`src/rtl/tetris_input_ctrl.sv`:
```
// Button front end for the Tetris field stage: synchronise, debounce, merge with gravity and issue
// one prioritised move pulse per cycle; also picks the next block type from an LFSR.
// Optional held-button auto-repeat for left/right/down is built when TETRIS_AUTO_REPEAT_EN is defined.
module tetris_input_ctrl #(
  parameter int unsigned DEBOUNCE_CYCLES = 16,
  parameter int unsigned GRAVITY_CYCLES  = 1024,
  parameter int unsigned REPEAT_DELAY    = 64,
  parameter int unsigned REPEAT_RATE     = 16
) (
  input  logic       clock,
  input  logic       reset,
  input  logic       btnLeft,
  input  logic       btnRight,
  input  logic       btnDown,
  input  logic       btnRotate,
  input  logic       pause,
  input  logic       gameOver,
  input  logic       nextBlockTrue,
  output logic       leftTrue,
  output logic       rightTrue,
  output logic       downTrue,
  output logic       rotateTrue,
  output logic [2:0] blockType
);

  localparam int unsigned NumBtn    = 4;
  localparam int unsigned IdxRight  = 0;
  localparam int unsigned IdxLeft   = 1;
  localparam int unsigned IdxRotate = 2;
  localparam int unsigned IdxDown   = 3;
  localparam int unsigned DebW  = (DEBOUNCE_CYCLES > 1) ? $clog2(DEBOUNCE_CYCLES) : 1;
  localparam int unsigned GravW = (GRAVITY_CYCLES > 1) ? $clog2(GRAVITY_CYCLES) : 1;

  if (DEBOUNCE_CYCLES < 2 || GRAVITY_CYCLES < 2 || REPEAT_DELAY == 0 || REPEAT_RATE == 0)
  begin : gBadConfig
    $error("tetris_input_ctrl: unsupported timing parameters");
  end

  // Button state, bit order {down, rotate, left, right}
  logic [NumBtn-1:0] btnRaw;
  logic [NumBtn-1:0] btnSync1, btnSync2;
  logic [NumBtn-1:0] btnDeb, btnDebNext, btnDebPrev;
  logic [DebW-1:0]   debCnt [NumBtn];
  logic [DebW-1:0]   debCntNext [NumBtn];
  logic [NumBtn-1:0] pressEvt;
  logic [NumBtn-1:0] repeatEvt;
  logic [NumBtn-1:0] btnEvt;
  logic [NumBtn-1:0] evtVec;

  logic              active;
  logic [GravW-1:0]  gravCnt, gravCntNext;
  logic              gravWrap;
  logic              gravEvt;

  logic [NumBtn-1:0] pend, pendNext;
  logic [NumBtn-1:0] issue;
  logic [NumBtn-1:0] pulse;

  logic [7:0]        lfsr, lfsrNext;
  logic [2:0]        lfsrType;
  logic [2:0]        blockTypeNext;

  assign btnRaw = {btnDown, btnRotate, btnLeft, btnRight};
  assign active = ~pause & ~gameOver;

  // Counter reaching DEBOUNCE_CYCLES is detected one step early so it never needs the extra bit.
  always_comb begin
    btnDebNext = btnDeb;
    for (int i = 0; i < NumBtn; i++) begin
      debCntNext[i] = '0;
      if (btnSync2[i] != btnDeb[i]) begin
        if (debCnt[i] == DebW'(DEBOUNCE_CYCLES - 1)) begin
          btnDebNext[i] = ~btnDeb[i];
        end else begin
          debCntNext[i] = debCnt[i] + 1'b1;
        end
      end
    end
  end

  assign pressEvt = btnDeb & ~btnDebPrev;

`ifdef TETRIS_AUTO_REPEAT_EN
  localparam int unsigned NumRpt = 3;
  localparam int unsigned RptMax = (REPEAT_DELAY > REPEAT_RATE) ? REPEAT_DELAY : REPEAT_RATE;
  localparam int unsigned RptW   = $clog2(RptMax + 1);

  // Repeat slots map to {down, left, right}; a zero count means not armed.
  logic [RptW-1:0]   rptCnt [NumRpt];
  logic [RptW-1:0]   rptCntNext [NumRpt];
  logic [NumRpt-1:0] rptSeen, rptSeenNext;
  logic [NumRpt-1:0] rptDeb, rptPress, rptEvt;

  assign rptDeb   = {btnDeb[IdxDown], btnDeb[IdxLeft], btnDeb[IdxRight]};
  assign rptPress = {pressEvt[IdxDown], pressEvt[IdxLeft], pressEvt[IdxRight]};

  always_comb begin
    rptSeenNext = rptSeen;
    rptEvt      = '0;
    for (int k = 0; k < NumRpt; k++) begin
      rptCntNext[k] = rptCnt[k];
      if (!rptDeb[k]) begin
        rptCntNext[k]  = '0;
        rptSeenNext[k] = 1'b0;
      end else if (active) begin
        if (rptPress[k]) begin
          rptCntNext[k]  = RptW'(1);
          rptSeenNext[k] = 1'b0;
        end else if (rptCnt[k] != '0) begin
          if (rptCnt[k] == (rptSeen[k] ? RptW'(REPEAT_RATE) : RptW'(REPEAT_DELAY))) begin
            rptEvt[k]      = 1'b1;
            rptCntNext[k]  = RptW'(1);
            rptSeenNext[k] = 1'b1;
          end else begin
            rptCntNext[k] = rptCnt[k] + 1'b1;
          end
        end
      end
    end
  end

  assign repeatEvt = {rptEvt[2], 1'b0, rptEvt[1], rptEvt[0]};

  always_ff @(posedge clock) begin
    if (reset) begin
      for (int k = 0; k < NumRpt; k++) rptCnt[k] <= '0;
      rptSeen <= '0;
    end else begin
      for (int k = 0; k < NumRpt; k++) rptCnt[k] <= rptCntNext[k];
      rptSeen <= rptSeenNext;
    end
  end
`else
  assign repeatEvt = '0;
`endif

  assign btnEvt   = (pressEvt | repeatEvt) & {NumBtn{active}};
  assign gravWrap = (gravCnt == GravW'(GRAVITY_CYCLES - 1));
  assign gravEvt  = active & gravWrap;

  // A down event restarts the gravity period so the player's step replaces the next drop.
  always_comb begin
    gravCntNext = gravCnt;
    if (active) begin
      if (btnEvt[IdxDown] || gravWrap) begin
        gravCntNext = '0;
      end else begin
        gravCntNext = gravCnt + 1'b1;
      end
    end
  end

  always_comb begin
    evtVec          = btnEvt;
    evtVec[IdxDown] = btnEvt[IdxDown] | gravEvt;
  end

  always_comb begin
    issue = '0;
    if (active) begin
      if (pend[IdxDown])        issue[IdxDown]   = 1'b1;
      else if (pend[IdxRotate]) issue[IdxRotate] = 1'b1;
      else if (pend[IdxLeft])   issue[IdxLeft]   = 1'b1;
      else if (pend[IdxRight])  issue[IdxRight]  = 1'b1;
    end
  end

  // A new event in the issue cycle re-sets the flag, so nothing is dropped.
  assign pendNext = active ? ((pend & ~issue) | evtVec) : '0;

  assign lfsrNext      = {lfsr[6:0], lfsr[7] ^ lfsr[5] ^ lfsr[4] ^ lfsr[3]};
  assign lfsrType      = 3'(lfsr % 8'd5);
  assign blockTypeNext = nextBlockTrue ? lfsrType : blockType;

  always_ff @(posedge clock) begin
    if (reset) begin
      btnSync1   <= '0;
      btnSync2   <= '0;
      btnDeb     <= '0;
      btnDebPrev <= '0;
      for (int i = 0; i < NumBtn; i++) debCnt[i] <= '0;
      gravCnt    <= '0;
      pend       <= '0;
      pulse      <= '0;
      lfsr       <= 8'hA5;
      blockType  <= 3'd0;
    end else begin
      btnSync1   <= btnRaw;
      btnSync2   <= btnSync1;
      btnDeb     <= btnDebNext;
      btnDebPrev <= btnDeb;
      for (int i = 0; i < NumBtn; i++) debCnt[i] <= debCntNext[i];
      gravCnt    <= gravCntNext;
      pend       <= pendNext;
      pulse      <= issue;
      lfsr       <= lfsrNext;
      blockType  <= blockTypeNext;
    end
  end

  assign rightTrue  = pulse[IdxRight];
  assign leftTrue   = pulse[IdxLeft];
  assign rotateTrue = pulse[IdxRotate];
  assign downTrue   = pulse[IdxDown];

endmodule

```
`config.mk`:
```
export PLATFORM = sky130hd
export DESIGN_NAME = tetris_input_ctrl
export DESIGN_NICKNAME = d
export VERILOG_FILES = /design/src/rtl/tetris_input_ctrl.sv
export SDC_FILE = /design/constraint.sdc
export NUM_CORES = 1
export LEC_CHECK = 0
export ABC_AREA = 0
export CAP_MARGIN = 15
export CORE_AREA = 5 5 100 102
export CTS_CLUSTER_SIZE = 25
export DETAILED_ROUTE_END_ITERATION = 6
export DIE_AREA = 0 0 105 107
export PLACE_DENSITY_LB_ADDON = 0.12
export SLEW_MARGIN = 5
export SYNTH_ARGS = -nofsm -noshare
export SYNTH_HDL_FRONTEND = slang
export SYNTH_SLANG_ARGS = --single-unit
```
`constraint.sdc`:
```
create_clock -name clock -period 5.8 [get_ports clock]
set_input_delay 1.16 -clock clock [delete_from_list [all_inputs] [get_ports clock]]
set_output_delay 1.16 -clock clock [all_outputs]
set_load 0.05 [all_outputs]
```
* Yosys cells after proc, flatten, opt, wreduce, memory -nomap -nowiden
Memory sizes are Yosys's and may differ from the RTL's. Index checks and enable logic that the tools add are counted.
Storage, ports and cells: memory bits (writable) 16, input bits 9, memories 1, logic and storage cells 81, flip-flop bits (word level) 45
Cells by class: divide/modulo/power cells 1, multiplexer cells 24, $add $sub $neg 5, reduce and logical (&&, ||, !) cells 6, bitwise logic cells 23, equal/unequal tests 9
Memories:
- debCnt | words 4, width 4, read ports 4, clocked after memory_dff 0, wr ports 4, line 43 | logic [DebW-1:0] debCnt [NumBtn];
Operator list (number):
- 4-bit two-way mux | 13
- 4-bit by 1-bit adder with 4-bit output (second input constant) | 4
- 4-bit == test (second input constant) | 4
- 4-bit bitwise AND | 3
- 10-bit by 1-bit adder with 10-bit output (second input constant) | 1
- 10-bit == test (second input constant) | 1
- 10-bit two-way mux | 1
- 8-bit by 3-bit remainder unit with 8-bit output (second input constant) | 1
- 1-bit two-way mux | 8
- 4-bit inverter | 2
- 2-bit AND reduction | 4
- 1-bit inverter | 7
- 1-bit OR | 5
- 1-bit inequality test | 4
- 4-bit OR | 1
- 3-bit two-way mux | 1
- 1-bit XOR | 3
- 1-bit bitwise AND | 2
- 2-bit two-way mux | 1
- 2-bit OR reduction | 1
- 1-bit logical OR | 1

* Longest topological paths before layout
word-level depth 8, mapped depth 18, gate-level depth less buffers 17

* Worst setup path before layout
No wires, ideal clock.
kind flip-flop to flip-flop, start register lfsr[5], end register blockType[2], buffers on the path 0, period minus slack after synthesis 3.612 ns, path slack 2.188 ns, cell stages (with the launch flop) 18, data arrival time 3.496 ns, cell sequence dfxtp_1 -> or3b_4 -> o221ai_1 -> o31a_1 -> or2_2 -> inv_1 -> ha_1 -> a2bb2oi_1 -> or3_1 -> nand2_1 -> ha_1 -> inv_1 -> nor2_1 -> o21ai_1 -> a2111oi_2 -> o311ai_2 -> a221o_1 -> o211a_1
Between the ends: word-level cells in the longest chain between the ends 1
Ends and longest elaborated chain:
- start, declared | line 59 | logic [7:0] lfsr, lfsrNext;
- start signal, assigned | line 196 | lfsr <= lfsrNext;
- 8-bit by 3-bit remainder unit with 8-bit output | line 172 | assign lfsrType = 3'(lfsr % 8'd5);
- end signal, assigned | line 197 | blockType <= blockTypeNext;
- end, declared | line 23 | output logic [2:0] blockType
Every way passes these cells. A chain may end at the register's enable or synchronous reset.

* Worst setup path in the final report
start register lfsr[7], end register blockType[2]
The elaborated chain is that of the path after synthesis.

==> impl_metrics.tcl <==
set metrics [dict create \
    hold_viol_final 0 \
    post-route-drc-count 0 \
    crit_type "register to register" \
    fin_crit_ns 4.05 \
    ys.flop_type "dfxtp_1" \
    yosysMostFrequentCell "dfxtp_1" \
    met1_usage_pct 12.4 \
    crit_required_ns 6.03 \
    vdd_ir_drop_max_uv 115 \
    power_density_nw_per_um2 307 \
    core_area_um2 9020 \
    yosysTopAreaCellShare_pct 43.2 \
    cts_resized 0 \
    status "finished, final reports clean" \
    grt_pass1_vias 2033 \
    place.gp.congestion 0.782 \
    drt_iter0_drc 52 \
    numCtsBuffers 9 \
    yosys_warnings 0 \
    tns_ns 0 \
    synth_compound_area_share_pct 12.1 \
    synth_top_cell_by_area "dfxtp_1" \
    leakagePower_nw 1.21 \
    postCtsSetupBuffers 0 \
    die_y_um 107 \
    synth_fa_ha_area_share_pct 3.99 \
    endpoint_kind "register" \
    diodes 0 \
    finalWorstSetupSlack_ns 1.75 \
    synth-seq-cells 61 \
    hold_buffers 0 \
    period_share_pct 69.9 \
    antenna_found_initial 0 \
    fp.dieW_um 105 \
    synth_cell_types 56 \
    cap_violations 0 \
    arrival_ns 4.28 \
    synth_seq_area_share_pct 43.2 \
    cts_sinks 61 \
    grt_max_degree 24 \
    crit_slowest_cell "or3b_2" \
    synth_area_um2 2820 \
    ios 16 \
    final_nets 341 \
    root_buffer "clkbuf_8" \
    syn_inst 307 \
    viasPerCell 4.76 \
    grt_busiest_layer "met2" \
    met3_usage_pct 3.13 \
    synth-xor-area-share_pct 7.44 \
    drive_gt1_share_pct 9.15 \
    cp_slowest_stage_delay_ns 0.52 \
    start_util_pct 31.3 \
    final_antenna_net_count 0 \
    slew_headroom_pct 49.4 \
    clock_latency_ns 0.33 \
    crit_path_cell_trace "or3b_2 -> a21oi_1 -> o31a_1 -> or2_2 -> inv_1 -> ha_1 -> a2bb2oi_1 -> or3_1 -> nand2_1 -> ha_1 -> inv_1 -> nor2_1 -> o21ai_1 -> a2111oi_2 -> o311ai_2 -> a221o_1 -> o211a_1" \
    drt_pass1_iterations 4 \
    grt_use_met2_pct 15.1 \
    synth_fp_nets 325 \
    rsz0062_at_grt "false" \
    skew_ns 0.00654 \
    cts.path.max_buffers 2 \
    routed_wl_mm 4.92 \
    route.vias.total 2091 \
    crit_fanout 16 \
    post-dp-hpwl_mm 3.59 \
    hp-class "register to register" \
    synth_area_leaders "dfxtp_1, nor2_1, xnor2_1" \
    synthMuxAreaShare_pct 2.48 \
    grt_pass1_wl_mm 9.11 \
    max_freq_mhz 247 \
    synth_common_cells "dfxtp_1, nor2_1, nor2b_1" \
    overflow 0 \
    worst_pin_slew_ns 0.757 \
    area_growth_pct 16.4 \
    ys_async_sr_fraction_pct 0 \
    cts_tree "built" \
    fillers 937 \
    setup_viol 0 \
    maxSlewViolCount 0 \
    grtUsageTotal_pct 9.96 \
    wire_per_inst_um 11.2 \
    rows 35 \
    path_clk_slew_ns 0.07 \
    synth_top_family_by_area "simple AND/OR/NAND/NOR gates" \
    synth_edf_count 0 \
    avgSynthCellArea_um2 9.20 \
    portBuffers 15 \
    synth-simple-area-share_pct 26.9 \
    dieArea_um2 11200 \
    htreeDepth 3 \
    dp_worst_setup_slack_ns 1.74 \
    start_kind "register" \
]
-- worst paths after layout --
path	start	endpoint	slack, ns	depth (start not counted)
setup / recovery	lfsr[7]$_SDFF_PP1_	blockType[2]$_SDFFE_PP0P_	1.75	17
setup reg to reg	lfsr[7]$_SDFF_PP1_	blockType[2]$_SDFFE_PP0P_	1.75	17
hold reg to reg	btnSync1[3]$_SDFF_PP0_	btnSync2[3]$_SDFF_PP0_	0.43	1
hold / removal	btnSync1[3]$_SDFF_PP0_	btnSync2[3]$_SDFF_PP0_	0.43	1
-- final cells by class --
cell class,instances,area (um2),area share [%]
clock inverter,3,67.6,2.05
multi-input combinational,222,1500,45.5
timing repair buffer,16,158,4.79
clock buffer,13,159,4.83
inverter,13,48.8,1.48
tap,111,139,4.22
sequential,61,1220,37.1
-- sequential cells by signal, indices dropped and copies added (netlist names) --
signal      flops
blockType       3
btnSync2        4
pulse           4
debCnt         16
btnDebPrev      4
gravCnt        10
btnDeb          4
pend            4
lfsr            8
btnSync1        4
-- power breakdown --
part | internal [mW] | switching [mW]
combinational | 0.0613 | 0.0775
sequential | 0.432 | 0.0150
clock | 0.266 | 0.157
-- worst max-delay path: cells and delay by family, from the launching register on --
family                   cells  cell delay, ns
AO/OA/AOI/OAI                8            1.74
AND/OR/NAND/NOR              5            1.30
buffers and inverters        2            0.11
flip-flops                   1            0.47
adder cells (fa/ha/maj)      2            0.33
-- per-layer routing --
metal,share of wire (%),vias up
met5,0,-
met4,2.8,0
met3,3.9,11
met2,44,34
met1,49,952
li1,-,1094
-- metrics by stage --
step / power (mW) / util (%) / std cells / hold slack (ns) / area (um2)
5_1_grt: 1.07 / 36.4 / 439 / 0.450 / 3290
3_5_place_dp: 0.596 / 33.9 / 423 / 0.425 / 3060
2_1_floorplan: 0.563 / - / 307 / 0.414 / 2820
6_report: 1.01 / 36.4 / 439 / 0.434 / 3290
3_3_place_gp: 0.600 / 33.9 / 423 / 0.418 / 3060
4_1_cts: 1.03 / 36.4 / 439 / 0.438 / 3290
-- placed cells by master (no fill, tap or decap), types with 4 or more instances in the layout --
cell type        netlist  layout
nor3b_1                4       4
nand3_1                7       7
nand2b_1               7       7
or2_2                  4       4
ha_1                   9       9
nor2b_1               19      19
xor2_1                10      10
o21ai_0                4       4
clkbuf_8               0      11
inv_1                 13      13
o221ai_1               4       4
dfxtp_1               61      61
mux2i_1                7       7
clkdlybuf4s50_1        0      15
and3_1                 5       5
a21oi_1                5       5
nor3_1                 5       5
xnor2_1               14      14
or3_1                 11      11
nor2_1                48      48
nand2_1               14      14
nand4_1                4       4
-- kinds of logic after synthesis --
group                      after synthesis
DFF                                     61
and+or+nand+nor                        143
adders and majority gates                9
xor gates and xnor gates                24
buffers and inverters                   24
muxes                                    7
AOI/OAI and AO/OA                       39
Power figures use the tool's default switching activity.
